File: config.mk
export PLATFORM = sky130hd
export DESIGN_NAME = fast_path_pipe
export DESIGN_NICKNAME = d
export VERILOG_FILES = /design/src/rtl/fast_path_pkg.sv /design/src/rtl/fpp_stage.sv /design/src/rtl/fast_path_pipe.sv
export SDC_FILE = /design/constraint.sdc
export NUM_CORES = 1
export LEC_CHECK = 0
export BUFFER_PORTS_ARGS = -buffer_cell sky130_fd_sc_hd__buf_2
export CORE_UTILIZATION = 25
export CTS_CLUSTER_DIAMETER = 50
export DETAILED_ROUTE_END_ITERATION = 6
export GPL_TIMING_DRIVEN = 0
export RECOVER_POWER = 25
export SYNTH_ARGS = -nofsm -noshare
export SYNTH_HDL_FRONTEND = slang
export SYNTH_SLANG_ARGS = --single-unit
File: constraint.sdc
create_clock -name clk -period 1.5 [get_ports clk]
set_clock_uncertainty 0.15 [all_clocks]
set_input_delay 0.075 -clock clk [delete_from_list [all_inputs] [get_ports clk]]
set_output_delay 0.075 -clock clk [all_outputs]
set_load 0.05 [all_outputs]
File: src/rtl/fast_path_pkg.sv
// -----------------------------------------------------------------------------
// fast_path_pkg
// Shared types and constants for the fast_path_pipe block.
//   fp_mode_t : per-beat transform mode carried with each beat
//   FP_CNT_W  : width of the completed-transfer counter
// -----------------------------------------------------------------------------
package fast_path_pkg;

  typedef enum logic [1:0] {
    FP_PASS0 = 2'd0,
    FP_PASS1 = 2'd1,
    FP_INV   = 2'd2,
    FP_ROT   = 2'd3
  } fp_mode_t;

  localparam int FP_CNT_W = 16;

endpackage : fast_path_pkg

File: src/rtl/fpp_stage.sv
// -----------------------------------------------------------------------------
// fpp_stage
// One pipeline stage: a W-bit data register plus its valid bit.
// Ports:
//   clk, rst    : clock, asynchronous active-high reset
//   up_valid    : upstream holds a beat for this stage
//   d           : data presented by upstream
//   down_ready  : downstream stage is empty or advancing (or out_ready)
//   q           : registered data, only changes on a load
//   valid       : this stage holds a beat
//   ready       : this stage can take a beat this cycle
// -----------------------------------------------------------------------------
module fpp_stage #(
  parameter int W = 8
) (
  input  logic         clk,
  input  logic         rst,
  input  logic         up_valid,
  input  logic [W-1:0] d,
  input  logic         down_ready,
  output logic [W-1:0] q,
  output logic         valid,
  output logic         ready
);

  // A stage can load when it is empty or its current beat leaves this cycle.
  assign ready = !valid || down_ready;

  always_ff @(posedge clk or posedge rst) begin
    if (rst) begin
      q     <= '0;
      valid <= 1'b0;
    end else begin
      if (up_valid && ready) begin
        q     <= d;
        valid <= 1'b1;
      end else if (down_ready) begin
        valid <= 1'b0;
      end
    end
  end

endmodule : fpp_stage

File: src/rtl/fast_path_pipe.sv
// -----------------------------------------------------------------------------
// fast_path_pipe
// Selects one of NUM_CH input channels, applies a per-beat transform in
// stage 2 and passes the result through a DEPTH-stage valid/ready pipeline.
// Parameters: WIDTH (data width), NUM_CH (>=2), DEPTH (>=2, also latency),
//             ROT (rotate-right amount for mode 3, 0 < ROT < WIDTH).
// Ports:
//   clk, rst            : clock, asynchronous active-high reset
//   in_valid/in_ready   : input handshake
//   in_data             : channel k at [k*WIDTH +: WIDTH]
//   in_sel              : channel select; out-of-range takes channel 0
//   in_mode             : transform mode captured with the beat
//   out_valid/out_ready : output handshake
//   out_data            : transformed data, stable while stalled
//   xfer_cnt            : completed output handshakes, wraps
//   sel_err             : sticky, an out-of-range in_sel was accepted
//   out_parity          : XOR of out_data, registered with it; present only
//                         when FAST_PATH_PIPE_PARITY_EN is defined
//
// Handshake: a transfer happens on a rising edge where valid && ready are
// both high. valid never waits on ready; in_ready is combinational from
// out_ready through the stage valid chain (no skid buffer), so in_ready is
// high whenever out_ready is high or any stage is empty.
// -----------------------------------------------------------------------------
module fast_path_pipe
  import fast_path_pkg::*;
#(
  parameter int WIDTH  = 8,
  parameter int NUM_CH = 2,
  parameter int DEPTH  = 3,
  parameter int ROT    = 1
) (
  input  logic                      clk,
  input  logic                      rst,
  input  logic                      in_valid,
  output logic                      in_ready,
  input  logic [NUM_CH*WIDTH-1:0]   in_data,
  input  logic [$clog2(NUM_CH)-1:0] in_sel,
  input  logic [1:0]                in_mode,
  output logic                      out_valid,
  input  logic                      out_ready,
  output logic [WIDTH-1:0]          out_data,
  output logic [FP_CNT_W-1:0]       xfer_cnt,
  output logic                      sel_err
`ifdef FAST_PATH_PIPE_PARITY_EN
  ,
  output logic                      out_parity
`endif
);

  localparam int SEL_W = $clog2(NUM_CH);

  function automatic logic [WIDTH-1:0] fp_xform(input logic [WIDTH-1:0] d,
                                                input logic [1:0]       m);
    case (fp_mode_t'(m))
      FP_INV:  return ~d;
      FP_ROT:  return (d >> ROT) | (d << (WIDTH - ROT));
      default: return d;
    endcase
  endfunction

  // Channel select; anything that matches no channel falls back to channel 0.
  logic [WIDTH-1:0] sel_data;
  logic             sel_oob;

  always_comb begin
    sel_data = in_data[WIDTH-1:0];
    sel_oob  = 1'b1;
    for (int k = 0; k < NUM_CH; k++) begin
      if (in_sel == SEL_W'(k)) begin
        sel_data = in_data[k*WIDTH +: WIDTH];
        sel_oob  = 1'b0;
      end
    end
  end

  // Stage interconnect. stg_rdy[k] is stage k's ready; the slot past the
  // last stage is the downstream out_ready.
  logic [WIDTH-1:0] stg_q [DEPTH];
  logic [DEPTH-1:0] stg_v;
  logic [DEPTH:0]   stg_rdy;
  logic [1:0]       mode_q;

  assign stg_rdy[DEPTH] = out_ready;

  for (genvar i = 0; i < DEPTH; i++) begin : g_stage
    if (i == 0) begin : g_first
      // Stage 1 carries the mode bits alongside the selected channel.
      logic [WIDTH+1:0] q_w;
      fpp_stage #(.W(WIDTH + 2)) u_stage (
        .clk        (clk),
        .rst        (rst),
        .up_valid   (in_valid),
        .d          ({in_mode, sel_data}),
        .down_ready (stg_rdy[1]),
        .q          (q_w),
        .valid      (stg_v[0]),
        .ready      (stg_rdy[0])
      );
      assign mode_q   = q_w[WIDTH+1:WIDTH];
      assign stg_q[0] = q_w[WIDTH-1:0];
    end else begin : g_rest
      // Stage 2 applies the transform at its input; later stages just delay.
      logic [WIDTH-1:0] d_in;
      assign d_in = (i == 1) ? fp_xform(stg_q[0], mode_q) : stg_q[i-1];
      if (i == DEPTH - 1) begin : g_last
`ifdef FAST_PATH_PIPE_PARITY_EN
        logic [WIDTH:0] q_w;
        fpp_stage #(.W(WIDTH + 1)) u_stage (
          .clk        (clk),
          .rst        (rst),
          .up_valid   (stg_v[i-1]),
          .d          ({^d_in, d_in}),
          .down_ready (stg_rdy[i+1]),
          .q          (q_w),
          .valid      (stg_v[i]),
          .ready      (stg_rdy[i])
        );
        assign out_parity = q_w[WIDTH];
        assign stg_q[i]   = q_w[WIDTH-1:0];
`else
        fpp_stage #(.W(WIDTH)) u_stage (
          .clk        (clk),
          .rst        (rst),
          .up_valid   (stg_v[i-1]),
          .d          (d_in),
          .down_ready (stg_rdy[i+1]),
          .q          (stg_q[i]),
          .valid      (stg_v[i]),
          .ready      (stg_rdy[i])
        );
`endif
      end else begin : g_mid
        fpp_stage #(.W(WIDTH)) u_stage (
          .clk        (clk),
          .rst        (rst),
          .up_valid   (stg_v[i-1]),
          .d          (d_in),
          .down_ready (stg_rdy[i+1]),
          .q          (stg_q[i]),
          .valid      (stg_v[i]),
          .ready      (stg_rdy[i])
        );
      end
    end
  end

  assign in_ready  = stg_rdy[0];
  assign out_valid = stg_v[DEPTH-1];
  assign out_data  = stg_q[DEPTH-1];

  always_ff @(posedge clk or posedge rst) begin
    if (rst) begin
      xfer_cnt <= '0;
      sel_err  <= 1'b0;
    end else begin
      if (out_valid && out_ready) xfer_cnt <= xfer_cnt + 1'b1;
      if (in_valid && in_ready && sel_oob) sel_err <= 1'b1;
    end
  end

endmodule : fast_path_pipe
Word-level counts from Yosys, hierarchy flattened

Cells that the tools add are included.

Add/sub/neg operators: 1
Eq/ne operators: 2
Muxes and demuxes: 8
Bitwise gates (word level): 2
Reductions and logical operators: 13

Operator list:

| kind                                                             | number |
|---|---|
| 16-bit by 1-bit adder with 16-bit output (second input constant) | 1 |
| 8-bit case mux with 2 select lines                               | 1 |
| 8-bit two-way mux                                                | 1 |
| 8-bit NOT                                                        | 1 |
| 7-bit by 8-bit bitwise OR with 8-bit output                      | 1 |
| 1-bit two-way mux                                                | 6 |
| 2-bit nonzero test                                               | 3 |
| 2-bit == test (second input constant)                            | 2 |
| 1-bit logical AND                                                | 4 |
| 1-bit zero test                                                  | 3 |
| 1-bit logical OR                                                 | 3 |

Bits in registers: 45
Output and inout port bits: 27

Longest topological paths before layout

Gate-level depths: netlist of run 1.

Depth after elaboration: 6
Mapped depth: 6
Gate-level depth less buffers: 5

Cells and area by module

From an unflattened synthesis of run 1, not the netlist that was laid out.

Cell total of the unflattened synthesis: 167
Area, all modules: 2242.2 um^2

By module, submodules not included:

| module                                          | instances | cells an instance | area an instance (um^2) | sequential area each (um^2) |
|---|---|---|---|---|
| fast_path_pipe                                  | 1         | 100               | 994.7                   | 400.4 |
| fpp_stage (g_stage[1].g_rest.g_mid.u_stage ...) | 2         | 21                | 389.1                   | 225.2 |
| fpp_stage (g_stage[0].g_first.u_stage)          | 1         | 25                | 469.2                   | 275.3 |

Least setup slack after synthesis of run 1

OpenSTA, ideal clock, no wires.

Path type: register to register
Start point: reg g_stage[2].g_rest.g_last.u_stage.valid
End point: reg g_stage[0].g_first.u_stage.q[8]
Data arrival time: 2.110 ns
Slack: -0.884 ns
Cell stages (with the launch flop): 4
Path buffers: 0
Period minus slack after synthesis: 2.384 ns
Cell sequence: dfrtp_1 -> nand4b_1 -> nand2_1 -> mux2_2

Longest elaborated chain between the ends: 5

RTL lines:

| what                           | line                 | text |
|---|---|---|
| start, declared                | fpp_stage.sv:22      | `output logic valid,` |
| start signal, assigned         | fpp_stage.sv:32      | `valid <= 1'b0;` |
| start signal, assigned         | fpp_stage.sv:36      | `valid <= 1'b1;` |
| start signal, assigned         | fpp_stage.sv:38      | `valid <= 1'b0;` |
| 1-bit zero test                | fpp_stage.sv:27      | `assign ready = !valid \|\| down_ready;` |
| 1-bit logical OR (3 in series) | fpp_stage.sv:27      |  |
| via in_ready                   | fast_path_pipe.sv:36 | `output logic in_ready,` |
| 1-bit logical AND              | fpp_stage.sv:34      | `if (up_valid && ready) begin` |
| end signal, assigned           | fpp_stage.sv:31      | `q <= '0;` |
| end signal, assigned           | fpp_stage.sv:35      | `q <= d;` |
| end, declared                  | fpp_stage.sv:21      | `output logic [W-1:0] q,` |

The timed path passes the listed nets, and every way through them passes these cells.
A chain may end at the register's enable or synchronous reset.

Final worst setup path of run 1

Start point: reg g_stage[2].g_rest.g_last.u_stage.valid
End point: out in_ready

Longest elaborated chain between the ends: 4

RTL lines:

| what                           | line |
|---|---|
| 1-bit zero test                | fpp_stage.sv:27 |
| 1-bit logical OR (3 in series) | fpp_stage.sv:27 |
| end, declared                  | fast_path_pipe.sv:36 |

No other way between the ends.

==> metrics.txt, run 1 <==
Starting Density 25.8%; placed wire-length estimate 2960 um; GRT busiest layer met2; core outline area 7730 um^2; Tmin final 1.45 ns; xor/xnor share of the synthesized area 6.58%; post-synthesis simple-gate area fraction 13.2%; vias in the first global route 1,433; Ports 50; clk root buf clkbuf_8; required time worst endpoint 1.27 ns; EDFF count, synth 0; Die Footprint 8340 um^2; area share of the largest cell type after synthesis 56.4%; Placed Instance Area 2430 um^2; Post-synth top cells dfrtp_1 (45), nand2_1 (30), o21ai_0 (23); maxcap violations 0; Storage cell area 1140 um^2; ys flop type dfrtp_1; fin area 2910 um^2; fin cells 374; worst skew pair latency 0.29 ns; Reg clk slew, reported paths 0.08 ns; crit path launch type register; Pleak 1.38 nW; area occupied by multi-input gates 923 um^2; post-synthesis mux area share 11.2%; port buffer count 47; placed instance count 330; CTS Buf Count 5; synth unique cells 28; CTS Buffer Depth 2; crit-path max FO 5; Worst Hold Class primary input to register; synthesized area 2000 um^2; Synth Area in Adders 0.627%; relative slew slack 60.3%; Power Dens Cells 1410 nW/um^2; critical path class register to primary output; Sink Count 45; area leader, netlist dfrtp_1; Synth area leaders dfrtp_1 (56%), mux2_2 (6.2%), o21ai_0 (5.8%); TritonCTS clock tree built; Post-DRT Antenna Nets 0; vias per std cell 4.30; H-tree level count 2; largest net degree at the start of global routing 36; fillers 766; WL final 4280 um; Synthesized Nets 204; sequential area share after synthesis 56.4%; Routed WL per cell 11.4 um; DR pass1 iterations 4; Die H 91.3 um; post-synthesis compound-gate area fraction 9.22%; gr usage total 10.2%; Post-Syn Area per Cell 11.1 um^2; synth-to-layout area growth 46.0%; arrival time at the worst endpoint 1.23 ns; number of cell rows 32; fraction of layout cells with a size suffix above 1 41.5%; RSZ-0062 raised after global routing true; setup TNS 0 ns; die width 91.3 um; initial antenna violation count 0; met2 usage in global routing 16.0%; Slew Viols, Final 0; final hold viol count 0; peak supply drop 0.415 mV; Global Route met1 Usage 13.7%; global-route wire length before repair 6780 um; main combinational cell family by area after synthesis simple AND/OR/NAND/NOR gates; utilization after layout 37.7%; final setup vio count 0; Tcrit/Tclk final 96.7%; total gr overflow 0; Fmax achieved 0.689 GHz; grt met3 use 2.18%; Post-synth ARST share 100%; DRT iter0 DRCs 70; Worst setup EP type primary output; #FFs+latches synth 45; diode count 0; NumNets Final 295; DR vias 1,608; most common cell in the netlist dfrtp_1; status completed; Post-route DRC 0; Mapped Cells 180; Routability Congestion 0.730; Slew @ Worst Pin 0.596 ns; Ys Warns 0
-- sequential cells by signal (all words and copies together), names as in the netlist --
register / cells
xfer_cnt: 16
g_stage.g_first.u_stage.valid: 1
g_stage.g_first.u_stage.q: 10
g_stage.g_rest.g_mid.u_stage.q: 8
g_stage.g_rest.g_mid.u_stage.valid: 1
g_stage.g_rest.g_last.u_stage.q: 8
g_stage.g_rest.g_last.u_stage.valid: 1
-- layout make-up --
class	count	area share (%)
Sequential cell	45	39.2
Buffer	8	1.46
Tap cell	102	4.38
Inverter	3	0.387
Clock buffer	6	2.84
Clock inverter	2	0.473
Timing Repair Buffer	83	19.6
Multi-Input combinational cell	125	31.7
-- power by group --
part           switching, W  total (W)  internal, W
logic               0.00103    0.00155     0.000526
registers          0.000256    0.00177      0.00151
clock network      0.000416   0.000790     0.000374
total               0.00170    0.00411      0.00241
-- worst max-delay path, stage by stage (launching register included) --
cell	delay (ns)
dfrtp_2	0.46
nand4b_1	0.10
buf_4	0.15
clkbuf_4	0.23
-- cells by family after synthesis --
kind of cell / Yosys count
compound gates: 32
fa+ha+maj: 1
other cells: 1
mux: 21
buf+inv: 11
simple gates: 54
xor+xnor: 15
flops: 45
-- cells in the final DEF, fill, tap and decap left out, drive strengths merged --
cell	instances
nand4b	1
nand3	6
mux2i	10
conb	1
nor3	3
dlygate4sd3	20
nor4	1
clkbuf	9
clkinv	2
xor2	6
and3	1
inv	3
nor2	3
dfrtp	45
nand2	32
nand2b	2
ha	1
o21ai	24
xnor2	9
buf	68
o21bai	1
and4	2
mux2	11
nand4	4
o211ai	7
-- path summary, 6_finish.rpt --
kind,start,to,slack (ns),cells after the start
setup / recovery,g_stage[2].g_rest.g_last.u_stage.valid$_DFFE_PP0P_,in_ready,0.05,3
min in group asynchronous,rst,xfer_cnt[15]$_DFFE_PP0P_,0.20,3
hold / removal,out_ready,xfer_cnt[2]$_DFFE_PP0P_,0.09,4
hold reg to reg,xfer_cnt[15]$_DFFE_PP0P_,xfer_cnt[15]$_DFFE_PP0P_,0.32,1
setup reg to reg,g_stage[2].g_rest.g_last.u_stage.valid$_DFFE_PP0P_,g_stage[2].g_rest.g_last.u_stage.q[1]$_DFFE_PP0P_,0.06,3
max in group asynchronous,rst,xfer_cnt[4]$_DFFE_PP0P_,0.42,4
-- layer usage --
metal,vias to the layer above,wire [um]
li1,806,-
met1,767,2060
met2,31,2050
met3,4,109
met4,0,58
met5,-,0
-- per-stage QoR --
step                total power [W]  worst slack (ns)  hold slack (ns)
floorplan                   0.00282            -0.588           0.0334
global placement            0.00315            -0.553            0.144
detailed placement          0.00318           -0.0678           -0.111
CTS                         0.00404           0.00131         -0.00355
global route                0.00434           -0.0194            0.118
finish                      0.00411            0.0489           0.0936
-- timing repair --
| action | CTS | global route |
|---|---|---|
| pin swaps | 0 | 8 |
| hold buffers | 20 | 1 |
| hold endpoints to repair | 57 | 1 |
| resized for setup | 3 | 11 |
| setup buffers | 0 | 15 |
| endpoints found under the setup margin | 3 | 24 |
| cloned | 0 | 1 |
Note: power is estimated with default switching activity, not from simulation.
==> run 2: changes to the inputs <==
==> constraint.sdc (replaced) <==
create_clock -name clk -period 1.5 [get_ports clk]
set_clock_uncertainty 0.15 [all_clocks]
set_input_delay 0.075 -clock clk [delete_from_list [all_inputs] [get_ports clk]]
set_output_delay 0.075 -clock clk [all_outputs]
set_load 0.005 [all_outputs]
==> run 2 against run 1 <==
- the run now ends with setup timing left
- clock power up 19%
- die area unchanged
- flip-flop and latch count unchanged
- sequential share of layout area up 0.22 points
- final cell count down 0.80%
- sequential power down 2%
- register-to-register slack worse by 0.07 ns
- global-route usage up 0.93 points
- cell area down 1.2%
- critical path type is now register to register
==> metrics.txt, run 2 (same netlist as run 1, synthesis figures left out) <==
CTS Buf Count 5; initial antenna violation count 0; global-route wire length before repair 7360 um; critical path class register to register; Post-route DRC 0; H-tree level count 2; most frequent cells in the layout buf_2 (50), dfrtp_1 (39), nand2_1 (28); sw frac 29.3%; crit-path max FO 4; gr usage total 11.2%; Reg clk slew, reported paths 0.08 ns; commonest non-fill, non-tap cell in the layout buf_2; final worst slack -0.00620 ns; placed wire-length estimate 2950 um; max FFs per register 16; Ports 50; synth-to-layout area growth 44.2%; status complete, but fails checks; required time worst endpoint 1.53 ns; DR vias 1,594; diode count 0; clk root buf clkbuf_8; relative slew slack 62.0%; Starting Density 25.8%; RSZ-0062 raised after global routing true; largest net degree at the start of global routing 34; utilization after layout 37.2%; Slew Viols, Final 0; Crit Reg-Reg Endpoint xfer_cnt[12]$_DFFE_PP0P_; Worst setup EP type register; Die Footprint 8340 um^2; Post-DRT Antenna Nets 0; Routed WL per cell 11.4 um; switching power 0.00108 W; port buffer count 47; Pleak 1.37 nW; vias per std cell 4.30; NumNets Final 292; fin cells 371; number of cell rows 32; Slew @ Worst Pin 0.570 ns; Most flops, register xfer_cnt; peak supply drop 0.495 mV; failing checks setup timing; DR pass1 iterations 4; placed instance count 330; DRT iter0 DRCs 45; core outline area 7730 um^2; TritonCTS clock tree built; CTS Buffer Depth 2; WL final 4220 um; Logic pwr share 27.3%; cell-internal power 0.00260 W; arrival time at the worst endpoint 1.54 ns; Top Registers xfer_cnt: 16 flops, g_stage.g_first.u_stage.q: 10 flops; Worst Hold Depth 3; Die H 91.3 um; Sink Count 45; fraction of layout cells with a size suffix above 1 38.7%; worst skew pair latency 0.29 ns; total gr overflow 0; Worst Hold Class primary input to register; final setup vio count 2; Power Dens Cells 1280 nW/um^2; final hold viol count 0; Tcrit/Tclk final 100%; Clock power frac 25.6%; Fmax achieved 0.664 GHz; Tmin final 1.51 ns; Reg power frac 47.1%; die width 91.3 um; Routability Congestion 0.781; worst hold endpoint xfer_cnt[0]$_DFFE_PP0P_; maxcap violations 0; worst reg-to-reg path cell count 5; R2R setup slack -0.006 ns; HP Start out_ready; vias in the first global route 1,552; crit path launch type register; R2R Path Start xfer_cnt[0]$_DFFE_PP0P_; pre-CTS setup slack -0.160 ns
## run 2: cell types whose count changed in the layout (fill, tap and decap cells not counted), moves of 2 or more
cell and change:
dfrtp_2 -6, mux2_4 -2, dfrtp_1 +6, clkbuf_4 -2, mux2_2 +2
## run 2: worst max-delay path by stage
stage / startpoint / to / slack [ns] / cells after the start
2_1_floorplan: xfer_cnt[0]$_DFFE_PP0P_ / xfer_cnt[10]$_DFFE_PP0P_ / 0.03 / 5
3_5_place_dp: xfer_cnt[2]$_DFFE_PP0P_ / xfer_cnt[13]$_DFFE_PP0P_ / -0.16 / 4
4_1_cts: xfer_cnt[6]$_DFFE_PP0P_ / xfer_cnt[13]$_DFFE_PP0P_ / -0.01 / 4
3_3_place_gp: rst / g_stage[0].g_first.u_stage.q[1]$_DFFE_PP0P_ / -0.40 / 2
5_1_grt: xfer_cnt[0]$_DFFE_PP0P_ / xfer_cnt[12]$_DFFE_PP0P_ / -0.10 / 5
6_report: xfer_cnt[0]$_DFFE_PP0P_ / xfer_cnt[12]$_DFFE_PP0P_ / -0.006 / 5
## run 2: metrics by stage
step                setup TNS (ns)  hold slack (ns)  cell area (um^2)  power (W)
finish                     -0.0110           0.0532              2880    0.00368
global route                -0.858           0.0661              2880    0.00395
CTS                        -0.0142           0.0124              2760    0.00360
detailed placement           -1.15           -0.105              2380    0.00253
global placement            -18.42            0.138              2360    0.00249
floorplan                        0           0.0334              2000    0.00218
## run 2: critical path, stage by stage, from the launching register on
cell and delay, ns:
dfrtp_1 0.42, ha_2 0.23, nand3_4 0.10, nor3_4 0.23, nand4_1 0.14, xnor2_1 0.14
## run 2: area by class of cell
type / count / area, um^2
Fill cell: 777 / 4850
Sequential cell: 45 / 1130
Multi-Input combinational cell: 124 / 896
Timing Repair Buffer: 82 / 554
Tap cell: 102 / 128
Clock buffer: 7 / 86.3
Buffer: 7 / 38.8
Clock inverter: 1 / 30.0
Inverter: 3 / 11.3
## run 2: repair_timing
item | 4_1_cts | 5_1_grt
hold buffers | 20 | 2
gates resized for setup | 11 | 13
pin swaps | 2 | 7
setup buffers | 2 | 12
endpoints found under the setup margin | 25 | 24
hold endpoints to repair | 56 | 2
## run 2: metal layers
layer	up-vias	routed length (um)	global-route usage, %
met5	-	0	0
met4	0	74	4.76
met3	7	152	2.51
met2	36	1950	17.2
met1	754	2050	15.0
li1	797	-	-
## run 2: power by group through the flow
stage	Combinational, W	Sequential (W)	Clock [W]
detailed placement	0.000773	0.00176	0
finish	0.00100	0.00173	0.000942
global placement	0.000736	0.00175	0
floorplan	0.000454	0.00172	0
global route	0.00114	0.00178	0.00103
CTS	0.000909	0.00172	0.000973
